`config.mk`:
```
export PLATFORM = sky130hd
export DESIGN_NAME = fetch_line_sender
export DESIGN_NICKNAME = d
export VERILOG_FILES = /design/src/rtl/fetch_line_sender.sv
export SDC_FILE = /design/constraint.sdc
export NUM_CORES = 1
export LEC_CHECK = 0
export ABC_AREA = 1
export CORE_UTILIZATION = 48
export DETAILED_ROUTE_END_ITERATION = 8
export PLACE_DENSITY = 0.81
export SETUP_SLACK_MARGIN = 0.15
export SYNTH_ARGS = -nofsm -noshare
export SYNTH_HDL_FRONTEND = slang
export SYNTH_SLANG_ARGS = --single-unit
```
`constraint.sdc`:
```
create_clock -name i_clk -period 8.89 [get_ports i_clk]
set_clock_uncertainty 0.1 [all_clocks]
set_input_delay 2.2225 -clock i_clk [delete_from_list [all_inputs] [get_ports i_clk]]
set_output_delay 2.2225 -clock i_clk [all_outputs]
set_load 0.02 [all_outputs]
```
`src/rtl/fetch_line_sender.sv`:
```
// Fetch-side line producer: issues line-aligned I-cache requests under a credit limit and
// buffers in-order responses in a skid FIFO for the instruction buffer.
// Optional perf counters are enabled with `define FETCH_LINE_SENDER_PERF_EN.
`timescale 1ns/1ps
module fetch_line_sender #(
    parameter int                 ICACHE_DATA_W = 128,
    parameter int                 VADDR_W       = 39,
    parameter int                 DEPTH         = 2,
    parameter logic [VADDR_W-1:0] RESET_VADDR   = 'h8000_0000
) (
    input  logic                       i_clk,
    input  logic                       i_reset_n,
    input  logic                       i_flush_valid,
    input  logic [VADDR_W-1:0]         i_flush_vaddr,
    output logic                       o_ic_req_valid,
    input  logic                       i_ic_req_ready,
    output logic [VADDR_W-1:0]         o_ic_req_vaddr,
    input  logic                       i_ic_resp_valid,
    input  logic [ICACHE_DATA_W-1:0]   i_ic_resp_data,
    output logic                       o_inst_vld,
    input  logic                       i_inst_rdy,
    output logic [ICACHE_DATA_W-1:0]   o_inst_out,
    output logic [ICACHE_DATA_W/8-1:0] o_inst_byte_en
`ifdef FETCH_LINE_SENDER_PERF_EN
    ,
    output logic [31:0]                o_perf_stall_cnt,
    output logic [31:0]                o_perf_kill_cnt
`endif
);
    localparam int B     = ICACHE_DATA_W / 8;
    localparam int OFS_W = $clog2(B);
    localparam int CNT_W = $clog2(DEPTH + 1) + 1;
    localparam int PTR_W = (DEPTH > 1) ? $clog2(DEPTH) : 1;
    localparam logic [VADDR_W-1:0] LINE_MASK = ~(VADDR_W'(B) - VADDR_W'(1));

    logic [VADDR_W-1:0] req_vaddr_q, req_vaddr_d;
    logic [OFS_W-1:0]   start_ofs_q, start_ofs_d;
    logic [CNT_W-1:0]   outstanding_q, outstanding_d;
    logic [CNT_W-1:0]   kill_cnt_q, kill_cnt_d;
    logic [CNT_W-1:0]   fifo_cnt_q, fifo_cnt_d;
    logic [PTR_W-1:0]   rd_ptr_q, rd_ptr_d;
    logic [PTR_W-1:0]   wr_ptr_q, wr_ptr_d;
    logic               first_line_q, first_line_d;

    logic [ICACHE_DATA_W-1:0] data_mem [DEPTH];
    logic                     tag_mem  [DEPTH];

    logic req_fire, push, pop;
    logic [B-1:0] head_mask;

    function automatic logic [PTR_W-1:0] ptr_inc(input logic [PTR_W-1:0] p);
        return (p == PTR_W'(DEPTH - 1)) ? '0 : p + PTR_W'(1);
    endfunction

    // Credit covers both in-flight requests and buffered lines, so the FIFO cannot overflow.
    assign o_ic_req_valid = i_reset_n && !i_flush_valid && (kill_cnt_q == '0) &&
                            ((outstanding_q + fifo_cnt_q) < CNT_W'(DEPTH));
    assign o_ic_req_vaddr = req_vaddr_q;
    assign req_fire       = o_ic_req_valid && i_ic_req_ready;
    assign push           = i_ic_resp_valid && (kill_cnt_q == '0) && !i_flush_valid;
    assign o_inst_vld     = (fifo_cnt_q != '0);
    assign pop            = o_inst_vld && i_inst_rdy;

    always_comb begin
        req_vaddr_d   = req_vaddr_q;
        start_ofs_d   = start_ofs_q;
        kill_cnt_d    = kill_cnt_q;
        fifo_cnt_d    = fifo_cnt_q + CNT_W'(push) - CNT_W'(pop);
        rd_ptr_d      = pop  ? ptr_inc(rd_ptr_q) : rd_ptr_q;
        wr_ptr_d      = push ? ptr_inc(wr_ptr_q) : wr_ptr_q;
        first_line_d  = push ? 1'b0 : first_line_q;
        outstanding_d = outstanding_q + CNT_W'(req_fire) - CNT_W'(i_ic_resp_valid);
        if (req_fire)
            req_vaddr_d = req_vaddr_q + VADDR_W'(B);
        if (i_ic_resp_valid && (kill_cnt_q != '0))
            kill_cnt_d = kill_cnt_q - CNT_W'(1);
        if (i_flush_valid) begin
            // Everything still in flight after this edge belongs to the old stream.
            kill_cnt_d   = outstanding_d;
            fifo_cnt_d   = '0;
            rd_ptr_d     = '0;
            wr_ptr_d     = '0;
            req_vaddr_d  = i_flush_vaddr & LINE_MASK;
            start_ofs_d  = i_flush_vaddr[OFS_W-1:0];
            first_line_d = 1'b1;
        end
    end

    always_ff @(posedge i_clk or negedge i_reset_n) begin
        if (!i_reset_n) begin
            req_vaddr_q   <= RESET_VADDR & LINE_MASK;
            start_ofs_q   <= RESET_VADDR[OFS_W-1:0];
            outstanding_q <= '0;
            kill_cnt_q    <= '0;
            fifo_cnt_q    <= '0;
            rd_ptr_q      <= '0;
            wr_ptr_q      <= '0;
            first_line_q  <= 1'b1;
        end else begin
            req_vaddr_q   <= req_vaddr_d;
            start_ofs_q   <= start_ofs_d;
            outstanding_q <= outstanding_d;
            kill_cnt_q    <= kill_cnt_d;
            fifo_cnt_q    <= fifo_cnt_d;
            rd_ptr_q      <= rd_ptr_d;
            wr_ptr_q      <= wr_ptr_d;
            first_line_q  <= first_line_d;
        end
    end

    always_ff @(posedge i_clk) begin
        if (push) begin
            data_mem[wr_ptr_q] <= i_ic_resp_data;
            tag_mem[wr_ptr_q]  <= first_line_q;
        end
    end

    // start_ofs only changes on flush, which also empties the FIFO, so it is safe to apply at the head.
    always_comb begin
        head_mask = '1;
        if (tag_mem[rd_ptr_q])
            head_mask = {B{1'b1}} << start_ofs_q;
    end

    assign o_inst_out     = data_mem[rd_ptr_q];
    assign o_inst_byte_en = o_inst_vld ? head_mask : '0;

`ifdef FETCH_LINE_SENDER_PERF_EN
    logic [31:0] perf_stall_q, perf_stall_d;
    logic [31:0] perf_kill_q, perf_kill_d;

    always_comb begin
        perf_stall_d = perf_stall_q;
        perf_kill_d  = perf_kill_q;
        if (o_inst_vld && !i_inst_rdy && (perf_stall_q != '1))
            perf_stall_d = perf_stall_q + 32'd1;
        if (i_ic_resp_valid && ((kill_cnt_q != '0) || i_flush_valid) && (perf_kill_q != '1))
            perf_kill_d = perf_kill_q + 32'd1;
    end

    always_ff @(posedge i_clk or negedge i_reset_n) begin
        if (!i_reset_n) begin
            perf_stall_q <= '0;
            perf_kill_q  <= '0;
        end else begin
            perf_stall_q <= perf_stall_d;
            perf_kill_q  <= perf_kill_d;
        end
    end

    assign o_perf_stall_cnt = perf_stall_q;
    assign o_perf_kill_cnt  = perf_kill_q;
`endif
endmodule
```
## Word-level counts from Yosys, hierarchy flattened

Memories as Yosys holds them, arrays and structs flattened.
Index checks and enable logic that the tools add are counted.

| cells by class | value |
|---|---|
| add/sub/neg operators | 9 |
| magnitude comparators | 1 |
| shifts and indexed selects | 1 |
| muxes and demuxes | 17 |
| reduce and logical (&&, ||, !) cells | 16 |

Operator list:

| kind | number |
|---|---|
| 39-bit 2-to-1 mux | 2 |
| 39-bit by 5-bit adder with 39-bit output (second input constant) | 1 |
| 16-bit 2-to-1 mux | 2 |
| 16-bit by 4-bit left shift with 16-bit output (first input constant) | 1 |
| 1-bit 2-to-1 mux | 10 |
| 3-bit 2-to-1 mux | 3 |
| 1-bit logical AND | 8 |
| 2-bit nonzero test | 4 |
| 3-bit by 1-bit adder with 3-bit output | 2 |
| 3-bit nonzero test | 2 |
| 3-bit by 1-bit subtractor with 3-bit output | 2 |
| 3-bit adder | 1 |
| 3-bit zero test | 1 |
| 3-bit by 2-bit < comparator with 1-bit output (second input constant) | 1 |
| 3-bit by 1-bit subtractor with 3-bit output (second input constant) | 1 |
| 1-bit adder (second input constant) | 2 |
| 1-bit zero test | 1 |

| storage, ports and cells | value |
|---|---|
| register bits | 55 |
| RAM bits | 258 |
| input bits | 173 |
| output and inout port bits | 185 |
| logic and storage cells | 54 |
| memories | 2 |

Memory list:

| memory | depth | bits a word | read ports | clocked after Yosys merged registers in | write ports | line | text |
|---|---|---|---|---|---|---|---|
| data_mem | 2 | 128 | 1 | 0 | 1 | 45 | `logic [ICACHE_DATA_W-1:0] data_mem [DEPTH];` |
| tag_mem | 2 | 1 | 1 | 0 | 1 | 46 | `logic tag_mem [DEPTH];` |

## Logic depth before layout (Yosys ltp)

Gate-level depths: netlist of the first run.

| logic depth | value |
|---|---|
| word-level depth | 8 |
| depth in mapped cells | 14 |
| mapped depth without buffers | 13 |

## Worst setup path before layout of the first run

No wires, ideal clock.

| path | value |
|---|---|
| path type | in2reg |
| from | input i_flush_valid |
| to | memory data_mem[0][0] (enable) |
| setup time | 0.619 ns |
| data arrival time | 7.839 ns |
| required time | 8.171 ns |
| path slack | 0.332 ns |
| cell stages on the path | 3 |
| path buffers | 0 |
| path through | inv_2 > nand4_1 > nor2_1 |

| on the way | value |
|---|---|
| word-level cells in the longest chain between the ends | 4 |

Ends and longest elaborated chain:

| item | line | text |
|---|---|---|
| from (decl) | 13 | `input logic i_flush_valid,` |
| 1-bit zero test | 60 | `assign push = i_ic_resp_valid && (kill_cnt_q == '0) && !i_flush_valid;` |
| 1-bit logical AND | 60 |  |
| 1-bit 2-to-1 mux | 112 | `if (push) begin` |
| 1-bit 2-to-1 mux (not written as such) | 113 | `data_mem[wr_ptr_q] <= i_ic_resp_data;` |
| to (decl) | 45 |  |

No other way between the ends.

## Worst setup path in the final report of the first run

| path | value |
|---|---|
| from | input i_flush_valid |
| to | output o_ic_req_valid |

| on the way | value |
|---|---|
| word-level cells in the longest chain between the ends | 4 |

Ends and longest elaborated chain:

| item | line | text |
|---|---|---|
| 1-bit zero test | 56 | `assign o_ic_req_valid = i_reset_n && !i_flush_valid && (kill_cnt_q == '0) &&` |
| 1-bit logical AND (3 in series) | 56 |  |
| to (decl) | 15 | `output logic o_ic_req_valid,` |

No other way between the ends.

==> results of run 1 <==
==> cells by family after synthesis <==
family,Yosys count,share of synthesized area (%)
other cells,1,0.02872
flops,309,69.12
buf+inv,117,3.813
xor+xnor,13,0.8719
fa+ha+maj,10,1.131
simple gates,756,23.38
compound gates,40,1.658
==> flip-flops by register name, indices dropped and copies added, names as in the netlist <==
| register | count |
|---|---|
| kill_cnt_q | 3 |
| rd_ptr_q | 1 |
| outstanding_q | 3 |
| first_line_q | 1 |
| start_ofs_q | 4 |
| data_mem | 256 |
| fifo_cnt_q | 3 |
| o_ic_req_vaddr | 35 |
| wr_ptr_q | 1 |
| tag_mem | 2 |
==> through the flow <==
step | instances | total power, mW | util, %
after global routing | 1963 | 4.774 | 66.84
after floorplan | 1249 | 2.550 | -
after CTS | 1963 | 4.605 | 66.84
final | 1963 | 4.582 | 66.84
after detailed placement | 1902 | 3.286 | 63.00
after global placement | 1902 | 3.254 | 63.00
==> worst max-delay path: cells and delay by family <==
kind	cells	cell delay (ns)
and+or+nand+nor	3	0.42
buffers and inverters	5	1.87
==> metal layers <==
| metal | vias to the layer above | routed length (um) |
|---|---|---|
| li1 | 4780 | - |
| met1 | 4742 | 12380 |
| met2 | 480 | 17590 |
| met3 | 78 | 3564 |
| met4 | 0 | 1098 |
| met5 | - | 0 |
==> worst min path at each step <==
stage | startpoint | to | slack (ns) | cells past startpoint
5_1_grt | first_line_q | first_line_q | 0.41 | 2
2_1_floorplan | first_line_q | first_line_q | 0.35 | 2
6_report | first_line_q | first_line_q | 0.39 | 2
3_5_place_dp | first_line_q | first_line_q | 0.38 | 2
4_1_cts | first_line_q | first_line_q | 0.39 | 2
3_3_place_gp | first_line_q | first_line_q | 0.37 | 2
==> synth_stat cells, types with 3 or more instances <==
library cell and instances:
sky130_fd_sc_hd__nor2_1 45, sky130_fd_sc_hd__nand2_2 7, sky130_fd_sc_hd__buf_2 3, sky130_fd_sc_hd__buf_1 5, sky130_fd_sc_hd__nand2_1 604, sky130_fd_sc_hd__clkbuf_1 29, sky130_fd_sc_hd__fa_1 3, sky130_fd_sc_hd__xor2_1 6
sky130_fd_sc_hd__buf_6 4, sky130_fd_sc_hd__inv_1 62, sky130_fd_sc_hd__a21oi_1 13, sky130_fd_sc_hd__nand3b_1 6, sky130_fd_sc_hd__buf_4 6, sky130_fd_sc_hd__nor2_4 5, sky130_fd_sc_hd__nand3_1 79, sky130_fd_sc_hd__nor2_2 5
sky130_fd_sc_hd__o21ai_0 20, sky130_fd_sc_hd__inv_2 7, sky130_fd_sc_hd__edfxtp_1 258, sky130_fd_sc_hd__o21bai_1 3, sky130_fd_sc_hd__dfrtp_1 49, sky130_fd_sc_hd__ha_1 7, sky130_fd_sc_hd__xnor2_1 7
==> area by class of cell <==
type,count,share of cell area (%)
Timing Repair Buffer,359,20.09
Inverter,70,1.495
Sequential cell,309,50.41
Clock buffer,48,5.043
Tap cell,341,2.382
Multi-Input combinational cell,823,19.88
Clock inverter,13,0.7124
==> power groups by stage <==
stage	sequential, mW	combinational [mW]	clock [mW]
2_1_floorplan	1.79	0.765	0
3_3_place_gp	1.79	1.46	0
3_5_place_dp	1.80	1.49	0
4_1_cts	1.77	1.51	1.33
5_1_grt	1.78	1.61	1.39
6_report	1.77	1.50	1.31
==> metrics.json, run 1 <==
{
  "grt": {
    "grt_met2_usage_pct": 43.21,
    "gr-max-usage-layer": "met2",
    "gr_util_met1_pct": 27.44,
    "grt_remaining_overflow": 0,
    "grt_usage_pct": 24.61,
    "grt_first_pass_wirelength_um": 53370,
    "maximum_number_of_pins_on_one_net_before_global_route_repair": 130,
    "grt_antenna_before_repair": 0,
    "grt_pass1_vias": 10240,
    "grtUsageMet3_pct": 8.603
  },
  "power_and_ir_drop": {
    "netSwitchingFraction_pct": 33.39,
    "cellLeakagePower_nw": 7.174,
    "reported_net_switching_power_mw": 1.530,
    "p_comb_share_pct": 32.8,
    "clkPwrFrac_pct": 28.6,
    "internal_power_mw": 3.052,
    "share_seq_of_total_power_pct": 38.6,
    "ir_worst_vdd_v": 0.0001857,
    "pwr_density_cell_mw_per_mm2": 255.8
  },
  "clock_network": {
    "cts.repair_timing.setup_buffer_count": 0,
    "cts_tree": "done",
    "cts_made_buffers": 34,
    "number_of_buffers_between_clock_root_and_the_deepest_sink": 3,
    "clock_tree.htree_level_count": 2,
    "clk_root_buffer_cell": "sky130_fd_sc_hd__clkbuf_16",
    "clk_pin_slew_ns": 0.05,
    "post_cts_hold_buffer_count": 0,
    "insertion_delay_ns": 0.51,
    "cts_sink_count": 309,
    "cts_repair_resize_count": 0
  },
  "final_layout": {
    "flow.area_growth_from_synthesis_pct": 37.19,
    "n_antenna_cell": 0,
    "layout.cells.most_common": "sky130_fd_sc_hd__nand2_1",
    "finish.net_count": 1780,
    "final_cell_mix": "604 x sky130_fd_sc_hd__nand2_1, 352 x sky130_fd_sc_hd__clkdlybuf4s50_1, 258 x sky130_fd_sc_hd__edfxtp_1",
    "seq_area_mm2": 0.009030,
    "final_area_mm2": 0.01791,
    "post_route_cells_drive_above_1_share_pct": 4.994,
    "multi_input_area_mm2": 0.003561,
    "nFillCells": 1892
  },
  "place": {
    "setup_slack_at_placement_ns": 2.060,
    "placement.io_buffers": 353,
    "instance_area_at_placement_mm2": 0.01688,
    "final_hpwl_dp_um": 22860,
    "finalWeightedCongestion": 0.8851
  },
  "timing": {
    "hold-worst-slack_ns": 0.3870,
    "timing.final.setup_violations": 0,
    "hold_violations": 0,
    "period_utilization_pct": 77.13,
    "rsz0062_at_grt": "false",
    "slew_violations": 0,
    "max_clock_freq_ghz": 0.1458,
    "finalSetupTns_ns": 0,
    "slew_headroom_pct": 26.43,
    "post-route-worst-setup-slack_ns": 2.033,
    "timing.final.crit_period_ns": 6.857,
    "tightest_slew_ns": 1.103
  },
  "drt": {
    "vias": 10080,
    "detailedRoute.firstPassIterationCount": 5,
    "detailedRoute.firstIterationViolations": 861,
    "detail-route-antenna-nets": 0,
    "viasPerCell": 5.135,
    "route.detailed.wl_per_inst_um": 17.64,
    "drt_wl_total_um": 34630,
    "drc_errors_left": 0
  },
  "logic_synthesis": {
    "ys.flop_type": "sky130_fd_sc_hd__edfxtp_1",
    "synthesis.instances": 1246,
    "synth.largest_area_cell": "sky130_fd_sc_hd__edfxtp_1",
    "synth-edff-count": 258,
    "mappedNetlistArea_mm2": 0.01306,
    "synth-warning-count": 0,
    "share_of_the_yosys_chip_area_belonging_to_registers_pct": 69.12,
    "post_synth_main_area_contributors": "sky130_fd_sc_hd__edfxtp_1 59%, sky130_fd_sc_hd__nand2_1 17%, sky130_fd_sc_hd__dfrtp_1 9.4%, sky130_fd_sc_hd__nand3_1 3.0%, sky130_fd_sc_hd__inv_1 1.8%",
    "ys_ff_latch": 309,
    "post-synth-top-area-fraction_pct": 59.33,
    "postSynthAreaPerCell_um2": 10.48,
    "synth-async-reset-ratio_pct": 16.50,
    "yosys.cell_types.count": 33
  },
  "critical_path": {
    "worst_ep_arrival_time_ns": 4.53,
    "crit_path_end": "o_ic_req_valid",
    "rr_worst_depth": 12,
    "critPathRequiredTime_ns": 6.57,
    "worstSetupPathType": "primary input to output pin",
    "setup.reg_to_reg.worst_slack_ns": 5.59,
    "worst_path_most_repeated_cell": "sky130_fd_sc_hd__clkdlybuf4s50_1",
    "timing.rr.end": "kill_cnt_q[2]",
    "crit_path_cell_trace": "clkdlybuf4s50_1, buf_4, inv_2, nand3_1, nor2_2, nand2_1, inv_1, clkdlybuf4s50_1",
    "worst-path-max-fanout": 49,
    "cpMaxStageDelayCell": "sky130_fd_sc_hd__clkdlybuf4s50_1",
    "worstSetupStartpointType": "primary input",
    "crit-reg2reg-launch": "fifo_cnt_q[1]",
    "cp-startpoint": "i_flush_valid",
    "timing.critical_path.to_type": "output pin",
    "crit_path_largest_cell_delay_ns": 0.59
  },
  "die": {
    "initial_utilization_pct": 48.73,
    "die_h_um": 166.9,
    "io-pin-count": 358,
    "die_outline_width_um": 166.9,
    "floorplan.die_area_mm2": 0.02787,
    "core_area_mm2": 0.02680,
    "std_cell_rows": 60
  },
  "job": {
    "cap_viol_max_count": 0
  },
  "status": {
    "run_status": "finished, final reports clean"
  },
  "min_path": {
    "holdCritPathClass": "flip-flop to flip-flop"
  }
}
Power figures use the tool's default switching activity.
==> run 2, diff against run 1 <==
==> constraint.sdc (replaced) <==
create_clock -name i_clk -period 7 [get_ports i_clk]
set_clock_uncertainty 0.1 [all_clocks]
set_input_delay 1.75 -clock i_clk [delete_from_list [all_inputs] [get_ports i_clk]]
set_output_delay 1.75 -clock i_clk [all_outputs]
set_load 0.02 [all_outputs]
==> run 2 against run 1 <==
Non-clock buffer count grew 2. Clock power increased by 39%. Register-to-register slack worse by 1.9 ns. First-iteration DRC count down 15%. Sequential cell count is the same. Cell count rose by 0.10%. Highest routed layer unchanged.
==> metrics.json, run 2 (synthesis results as in run 1) <==
{
  "status": {
    "run_status": "finished, final reports clean"
  },
  "critical_path": {
    "worstSetupStartpointType": "primary input",
    "timing.critical_path.to_type": "output pin",
    "critPathRequiredTime": {"value": 5.15, "unit": "ns", "change": "-1.42 ns"},
    "critical-path-top-delay-family": "buffers and inverters",
    "cpMaxStageDelayCell": "sky130_fd_sc_hd__clkdlybuf4s50_1",
    "worst_path_most_repeated_cell": "sky130_fd_sc_hd__clkdlybuf4s50_1",
    "cp-startpoint": "i_flush_valid",
    "crit_path_largest_cell_delay": {"value": 0.59, "unit": "ns", "change": "about the same"},
    "crit-reg2reg-launch": "fifo_cnt_q[1]",
    "worst_ep_arrival_time": {"value": 3.51, "unit": "ns", "change": "-1.02 ns"},
    "crit_path_cell_trace": "clkdlybuf4s50_1, buf_4, inv_2, nand3_1, nor2_2, nand2_1, inv_1, clkdlybuf4s50_1",
    "setup.reg_to_reg.worst_slack": {"value": 3.71, "unit": "ns", "change": "-1.88 ns"},
    "worst-path-max-fanout": {"value": 49, "change": "unchanged"},
    "worstSetupPathType": "primary input to output pin",
    "crit_buf_inv": {"value": 5, "change": "unchanged"}
  },
  "drt": {
    "drt_wl_total": {"value": 34000, "unit": "um", "change": "-1.8%"},
    "route.detailed.wl_per_inst": {"value": 17.30, "unit": "um", "change": "-1.9%"},
    "detailedRoute.firstPassIterationCount": {"value": 5, "change": "unchanged"},
    "vias": {"value": 9954, "change": "-1.3%"},
    "detailedRoute.firstIterationViolations": {"value": 731, "change": "-15%"},
    "viasPerCell": {"value": 5.066, "change": "-1.4%"},
    "drc_errors_left": {"value": 0, "change": "unchanged"},
    "detail-route-antenna-nets": {"value": 0, "change": "unchanged"}
  },
  "timing": {
    "slew_headroom": {"value": 26.24, "unit": "%", "change": "-0.19 points"},
    "timing.final.crit_period_ns": 5.364,
    "rsz0062_at_grt": "false",
    "tightest_slew": {"value": 1.106, "unit": "ns", "change": "+0.002868 ns"},
    "hold_violations": {"value": 0, "change": "unchanged"},
    "slew_violations": {"value": 0, "change": "unchanged"},
    "period_utilization_pct": 76.63,
    "timing.final.setup_violations": {"value": 0, "change": "unchanged"},
    "finalSetupTns": {"value": 0, "unit": "ns", "change": "unchanged"},
    "max_clock_freq_ghz": 0.1864
  },
  "clock_network": {
    "clock_tree.htree_level_count": {"value": 2, "change": "unchanged"},
    "cts.repair_timing.setup_buffer_count": {"value": 0, "change": "unchanged"},
    "cts_sink_count": {"value": 309, "change": "unchanged"},
    "clk_root_buffer_cell": "sky130_fd_sc_hd__clkbuf_16",
    "cts_tree": "done",
    "clk_pin_slew": {"value": 0.06, "unit": "ns", "change": "about the same"},
    "insertion_delay": {"value": 0.50, "unit": "ns", "change": "about the same"},
    "post_cts_hold_buffer_count": {"value": 0, "change": "unchanged"},
    "cts_repair_resize_count": {"value": 0, "change": "unchanged"},
    "cts_made_buffers": {"value": 34, "change": "unchanged"},
    "number_of_buffers_between_clock_root_and_the_deepest_sink": {"value": 3, "change": "unchanged"}
  },
  "place": {
    "finalWeightedCongestion": {"value": 0.8701, "change": "-1.7%"},
    "placement.io_buffers": {"value": 353, "change": "unchanged"},
    "instance_area_at_placement": {"value": 0.01690, "unit": "mm2", "change": "about the same"},
    "final_hpwl_dp": {"value": 22680, "unit": "um", "change": "-0.79%"}
  },
  "final_layout": {
    "n_antenna_cell": {"value": 0, "change": "unchanged"},
    "final_area": {"value": 0.01805, "unit": "mm2", "change": "+0.74%"},
    "final_cell_mix": "604 x sky130_fd_sc_hd__nand2_1, 352 x sky130_fd_sc_hd__clkdlybuf4s50_1, 258 x sky130_fd_sc_hd__edfxtp_1",
    "layout.cells.most_common": "sky130_fd_sc_hd__nand2_1",
    "largest_register_ff_count": {"value": 256, "change": "unchanged"},
    "top_register": "data_mem",
    "post_route_cells_drive_above_1_share": {"value": 5.480, "unit": "%", "change": "+0.49 points"},
    "flow.area_growth_from_synthesis_pct": 38.20,
    "finish.net_count": {"value": 1782, "change": "+0.11%"}
  },
  "grt": {
    "grt_first_pass_wirelength": {"value": 53390, "unit": "um", "change": "about the same"},
    "grt_pass1_vias": {"value": 10100, "change": "-1.3%"},
    "maximum_number_of_pins_on_one_net_before_global_route_repair": {"value": 130, "change": "unchanged"},
    "grt_remaining_overflow": {"value": 0, "change": "unchanged"},
    "grt_usage": {"value": 24.58, "unit": "%", "change": "-0.034 points"},
    "grt_antenna_before_repair": {"value": 0, "change": "unchanged"}
  },
  "job": {
    "cap_viol_max_count": {"value": 0, "change": "unchanged"}
  },
  "power_and_ir_drop": {
    "p_comb_share": {"value": 32.1, "unit": "%", "change": "-0.7 points"},
    "share_seq_of_total_power": {"value": 37.3, "unit": "%", "change": "-1.3 points"},
    "internal_power": {"value": 4.045, "unit": "mW", "change": "+33%"},
    "total_power": {"value": 5.962, "unit": "mW", "change": "+30%"},
    "ir_worst_vdd": {"value": 0.0002720, "unit": "V", "change": "+46%"},
    "clkPwrFrac": {"value": 30.6, "unit": "%", "change": "+2.0 points"},
    "netSwitchingFraction": {"value": 32.15, "unit": "%", "change": "-1.2 points"},
    "cellLeakagePower": {"value": 7.241, "unit": "nW", "change": "+0.93%"},
    "pwr_density_cell": {"value": 330.4, "unit": "mW/mm2", "change": "+29%"},
    "reported_net_switching_power": {"value": 1.917, "unit": "mW", "change": "+25%"}
  },
  "die": {
    "die_h": {"value": 166.9, "unit": "um", "change": "unchanged"},
    "die_outline_width": {"value": 166.9, "unit": "um", "change": "unchanged"},
    "core_area": {"value": 0.02680, "unit": "mm2", "change": "unchanged"},
    "initial_utilization": {"value": 48.73, "unit": "%", "change": "unchanged"},
    "io-pin-count": {"value": 358, "change": "unchanged"},
    "std_cell_rows": {"value": 60, "change": "unchanged"},
    "floorplan.die_area": {"value": 0.02787, "unit": "mm2", "change": "unchanged"}
  },
  "min_path": {
    "hold_start": "first_line_q",
    "holdCritPathClass": "flip-flop to flip-flop"
  }
}
==> run 2: layout make-up <==
class                           count  area (um2)
Sequential cell                   309        9030
Fill cell                        1871        8753
Timing Repair Buffer              361        3613
Multi-Input combinational cell    823        3561
Clock buffer                       45       923.4
Tap cell                          341       426.7
Inverter                           70       267.8
Clock inverter                     16       225.2
==> run 2: stage by stage <==
| step | instances | worst slack (ns) | hold WS, ns | utilization, % |
|---|---|---|---|---|
| 3_5_place_dp | 1904 | 1.649 | 0.3684 | 63.05 |
| 2_1_floorplan | 1249 | -1.086 | 0.3472 | - |
| 3_3_place_gp | 1904 | 1.650 | 0.3655 | 63.05 |
| 4_1_cts | 1965 | 1.629 | 0.3859 | 67.34 |
| 5_1_grt | 1965 | 1.527 | 0.4078 | 67.34 |
| 6_report | 1965 | 1.636 | 0.3811 | 67.34 |
==> run 2: routing by layer <==
layer	share of wire, %	up-vias	wire length, um	global-route usage (%)
li1	-	4783	-	-
met1	37	4680	12510	28.00
met2	51	432	17330	43.59
met3	9.9	59	3363	8.436
met4	2.3	0	790	7.005
met5	0	-	0	0
==> run 2: worst paths after layout <==
| path | endpoint | depth (start not counted) |
|---|---|---|
| max | o_ic_req_valid | 8 |
| min | first_line_q | 2 |
| max reg2reg | kill_cnt_q[2] | 12 |
| min reg2reg | first_line_q | 2 |
| max in group asynchronous | rd_ptr_q | 2 |
| min in group asynchronous | o_ic_req_vaddr[32] | 2 |
==> run 2: worst register-to-register path: stages (launching register included) <==
cell and delay, ns:
sky130_fd_sc_hd__dfrtp_1 0.43, sky130_fd_sc_hd__inv_1 0.09, sky130_fd_sc_hd__fa_1 0.52, sky130_fd_sc_hd__nand3_1 0.10, sky130_fd_sc_hd__nor2_2 0.16, sky130_fd_sc_hd__nand3_4 0.33
sky130_fd_sc_hd__ha_1 0.42, sky130_fd_sc_hd__inv_1 0.04, sky130_fd_sc_hd__ha_1 0.18, sky130_fd_sc_hd__fa_1 0.39, sky130_fd_sc_hd__xor2_1 0.19, sky130_fd_sc_hd__o21bai_1 0.13
sky130_fd_sc_hd__o21ai_0 0.10
==> run 2: power by group through the flow <==
| stage | sequential, mW | combinational [mW] | clock [mW] |
|---|---|---|---|
| 2_1_floorplan | 2.27 | 0.971 | 0 |
| 3_3_place_gp | 2.26 | 1.88 | 0 |
| 3_5_place_dp | 2.26 | 1.91 | 0 |
| 4_1_cts | 2.23 | 1.93 | 1.85 |
| 5_1_grt | 2.24 | 2.06 | 1.92 |
| 6_report | 2.23 | 1.91 | 1.82 |
==> run 3, diff against run 2 <==
--- a/config.mk
+++ b/config.mk
@@ -6,9 +6,9 @@
 export NUM_CORES = 1
 export LEC_CHECK = 0
 export ABC_AREA = 1
-export CORE_UTILIZATION = 48
+export CORE_UTILIZATION = 44
 export DETAILED_ROUTE_END_ITERATION = 8
-export PLACE_DENSITY = 0.81
+export PLACE_DENSITY = 0.78
 export SETUP_SLACK_MARGIN = 0.15
 export SYNTH_ARGS = -nofsm -noshare
 export SYNTH_HDL_FRONTEND = slang
==> constraint.sdc (replaced) <==
create_clock -name i_clk -period 4.4 [get_ports i_clk]
set_clock_uncertainty 0.1 [all_clocks]
set_input_delay 1.1 -clock i_clk [delete_from_list [all_inputs] [get_ports i_clk]]
set_output_delay 1.1 -clock i_clk [all_outputs]
set_load 0.02 [all_outputs]
==> run 3 against run 2 <==
Sequential share of layout area down 0.22 points. Clock-buffer cell count down 11. Worst hold slack better by 0.0036 ns. Global-route usage down 1.9 points. Sequential cell count unchanged. First-iteration DRC count down 12%. Sequential power up 58%. Clock power up 54%. Routed wire length up 2.3%. Critical endpoint is now o_inst_out[40]. Largest cell class unchanged. Highest routed layer is now met5.
==> metrics.json, run 3 (synthesis results as in run 1) <==
{
  "critical_path": {
    "worstSetupStartpointType": "flip-flop",
    "setup.reg_to_reg.worst_slack": {"value": 1.08, "unit": "ns", "change": "-2.63 ns"},
    "timing.critical_path.to_type": "output pin",
    "rr_worst_depth": {"value": 11, "change": "-1"},
    "critPathRequiredTime": {"value": 3.20, "unit": "ns", "change": "-1.95 ns"},
    "crit_buf_inv": {"value": 2, "change": "-3"},
    "timing.rr.end": "kill_cnt_q[1]",
    "worst_ep_arrival_time": {"value": 2.74, "unit": "ns", "change": "-0.77 ns"},
    "worstSetupPathType": "flip-flop to output pin",
    "worst_path_most_repeated_cell": "sky130_fd_sc_hd__nand2_1",
    "crit_path_cell_trace": "buf_4, nand2_1, nand2_1, clkdlybuf4s50_1",
    "crit_path_largest_cell_delay": {"value": 0.72, "unit": "ns", "change": "+0.13 ns"},
    "critical-path-top-delay-family": "buffers and inverters",
    "cpMaxStageDelayCell": "sky130_fd_sc_hd__buf_4",
    "worst-path-max-fanout": {"value": 90, "change": "+84%"},
    "crit-reg2reg-launch": "fifo_cnt_q[1]"
  },
  "clock_network": {
    "clk_pin_slew": {"value": 0.06, "unit": "ns", "change": "about the same"},
    "cts.repair_timing.setup_buffer_count": {"value": 0, "change": "unchanged"},
    "cts_repair_resize_count": {"value": 0, "change": "unchanged"},
    "post_cts_hold_buffer_count": {"value": 0, "change": "unchanged"},
    "cts_sink_count": {"value": 309, "change": "unchanged"},
    "number_of_buffers_between_clock_root_and_the_deepest_sink": {"value": 3, "change": "unchanged"},
    "clock_tree.htree_level_count": {"value": 2, "change": "unchanged"},
    "cts_tree": "done",
    "cts_made_buffers": {"value": 34, "change": "unchanged"},
    "insertion_delay": {"value": 0.51, "unit": "ns", "change": "about the same"},
    "clk_root_buffer_cell": "sky130_fd_sc_hd__clkbuf_16"
  },
  "power_and_ir_drop": {
    "p_comb_share": {"value": 33.1, "unit": "%", "change": "+1.0 points"},
    "total_power": {"value": 9.449, "unit": "mW", "change": "+58%"},
    "reported_net_switching_power": {"value": 3.162, "unit": "mW", "change": "+65%"},
    "cellLeakagePower": {"value": 7.245, "unit": "nW", "change": "about the same"},
    "netSwitchingFraction": {"value": 33.46, "unit": "%", "change": "+1.3 points"},
    "pwr_density_cell": {"value": 521.2, "unit": "mW/mm2", "change": "+58%"},
    "ir_worst_vdd": {"value": 0.0003964, "unit": "V", "change": "+46%"},
    "share_seq_of_total_power": {"value": 37.2, "unit": "%", "change": "about the same"},
    "internal_power": {"value": 6.287, "unit": "mW", "change": "+55%"},
    "clkPwrFrac": {"value": 29.7, "unit": "%", "change": "-0.9 points"}
  },
  "final_layout": {
    "finish.net_count": {"value": 1784, "change": "+0.11%"},
    "postLayoutCoreUtil": {"value": 62.65, "unit": "%", "change": "-4.7 points"},
    "largest_register_ff_count": {"value": 256, "change": "unchanged"},
    "final_area": {"value": 0.01813, "unit": "mm2", "change": "+0.45%"},
    "finalNonFillerCells": {"value": 2011, "change": "+2.3%"},
    "post_route_cells_drive_above_1_share": {"value": 6.092, "unit": "%", "change": "+0.61 points"},
    "top_register": "data_mem",
    "flow.area_growth_from_synthesis_pct": 38.82,
    "layout.cells.most_common": "sky130_fd_sc_hd__nand2_1",
    "final_cell_mix": "604 x sky130_fd_sc_hd__nand2_1, 352 x sky130_fd_sc_hd__clkdlybuf4s50_1, 258 x sky130_fd_sc_hd__edfxtp_1"
  },
  "grt": {
    "grt_first_pass_wirelength": {"value": 53490, "unit": "um", "change": "+0.18%"},
    "grt_remaining_overflow": {"value": 0, "change": "unchanged"},
    "grt_usage": {"value": 22.71, "unit": "%", "change": "-1.9 points"},
    "maximum_number_of_pins_on_one_net_before_global_route_repair": {"value": 131, "change": "+0.77%"},
    "grt_antenna_before_repair": {"value": 4, "change": "+4"},
    "grt_pass1_vias": {"value": 10090, "change": "-0.16%"}
  },
  "die": {
    "die_outline_width": {"value": 174.3, "unit": "um", "change": "+4.4%"},
    "floorplan.die_area": {"value": 0.03037, "unit": "mm2", "change": "+9.0%"},
    "std_cell_rows": {"value": 62, "change": "+3.3%"},
    "core_area": {"value": 0.02894, "unit": "mm2", "change": "+8.0%"},
    "die_h": {"value": 174.3, "unit": "um", "change": "+4.4%"},
    "io-pin-count": {"value": 358, "change": "unchanged"},
    "initial_utilization": {"value": 45.13, "unit": "%", "change": "-3.6 points"}
  },
  "min_path": {
    "holdCritPathClass": "flip-flop to flip-flop",
    "min_to": "first_line_q",
    "timing.hold.worst_path_depth": {"value": 2, "change": "unchanged"},
    "hold_start": "first_line_q"
  },
  "drt": {
    "vias": {"value": 10040, "change": "+0.81%"},
    "route.detailed.wl_per_inst": {"value": 17.29, "unit": "um", "change": "about the same"},
    "detailedRoute.firstIterationViolations": {"value": 645, "change": "-12%"},
    "drc_errors_left": {"value": 0, "change": "unchanged"},
    "drt_wl_total": {"value": 34770, "unit": "um", "change": "+2.3%"},
    "detailedRoute.firstPassIterationCount": {"value": 5, "change": "unchanged"},
    "viasPerCell": {"value": 4.990, "change": "-1.5%"},
    "detail-route-antenna-nets": {"value": 0, "change": "unchanged"}
  },
  "place": {
    "setup_slack_at_placement": {"value": 0.5763, "unit": "ns", "change": "-1.073 ns"},
    "numPlacedInstances": {"value": 1949, "change": "+2.4%"},
    "placement.io_buffers": {"value": 353, "change": "unchanged"},
    "instance_area_at_placement": {"value": 0.01701, "unit": "mm2", "change": "+0.63%"},
    "final_hpwl_dp": {"value": 23450, "unit": "um", "change": "+3.4%"},
    "finalWeightedCongestion": {"value": 0.9321, "change": "+7.1%"}
  },
  "timing": {
    "finalSetupTns": {"value": 0, "unit": "ns", "change": "unchanged"},
    "tightest_slew": {"value": 0.9775, "unit": "ns", "change": "-0.1288 ns"},
    "period_utilization_pct": 89.61,
    "post-route-worst-setup-slack": {"value": 0.4570, "unit": "ns", "change": "-1.179 ns"},
    "slew_violations": {"value": 0, "change": "unchanged"},
    "timing.final.crit_period_ns": 3.943,
    "hold_violations": {"value": 0, "change": "unchanged"},
    "hold-worst-slack": {"value": 0.3847, "unit": "ns", "change": "+0.003566 ns"},
    "slew_headroom": {"value": 34.83, "unit": "%", "change": "+8.6 points"},
    "max_clock_freq_ghz": 0.2536,
    "rsz0062_at_grt": "false",
    "timing.final.setup_violations": {"value": 0, "change": "unchanged"}
  },
  "status": {
    "run_status": "finished, final reports clean"
  },
  "job": {
    "cap_viol_max_count": {"value": 0, "change": "unchanged"}
  }
}
==> run 3: changes by cell type in the layout (fill, tap and decap cells not counted), sizes merged <==
cell and delta:
buf +2, bufinv -2, clkbuf -11, clkinv +6, clkinvlp +4, diode +2, inv +2
==> run 3: metal layers <==
metal	vias up	track usage, %	wire, um
met5	-	0	28
met4	4	7.493	1006
met3	63	9.493	3850
met2	396	39.99	17490
met1	4775	24.51	12400
li1	4797	-	-
==> run 3: worst reg2reg max path, cell delays in order, from the launching register on <==
cell and delay [ns]:
sky130_fd_sc_hd__dfrtp_1 0.43, sky130_fd_sc_hd__inv_1 0.08, sky130_fd_sc_hd__fa_1 0.54, sky130_fd_sc_hd__nand3_1 0.09
sky130_fd_sc_hd__nor2_2 0.15, sky130_fd_sc_hd__nand3_4 0.31, sky130_fd_sc_hd__ha_1 0.41, sky130_fd_sc_hd__inv_1 0.04
sky130_fd_sc_hd__ha_1 0.18, sky130_fd_sc_hd__fa_1 0.47, sky130_fd_sc_hd__o211ai_1 0.22, sky130_fd_sc_hd__o21ai_0 0.15
==> run 3: power by group through the flow <==
stage	Combinational (mW)	Sequential (mW)	Clock [mW]
final	3.12	3.52	2.81
after global routing	3.36	3.54	2.98
after CTS	3.17	3.51	2.86
after detailed placement	3.13	3.57	0
after global placement	3.08	3.56	0
after floorplan	1.55	3.60	0
==> run 3: worst max path at each step <==
stage	startpoint	to	slack, ns	cells after the start
finish	rd_ptr_q	o_inst_out[40]	0.46	4
global route	rd_ptr_q	o_inst_out[40]	0.32	4
CTS	rd_ptr_q	o_inst_out[40]	0.43	4
detailed placement	i_flush_valid	kill_cnt_q[2]	0.58	12
global placement	i_flush_valid	o_ic_req_valid	0.66	7
floorplan	i_flush_valid	data_mem[0][0]	-0.89	3
==> run 3: final cells by class <==
cell class              count  area, um2
multi-input cells         823       3561
clock buffers              34      850.8
fillers                  2206      10810
flip-flops and latches    309       9030
repair buffers            363       3666
inverters                  70      267.8
diodes                      2      5.005
clock inverters            26      267.8
well taps                 384      480.5
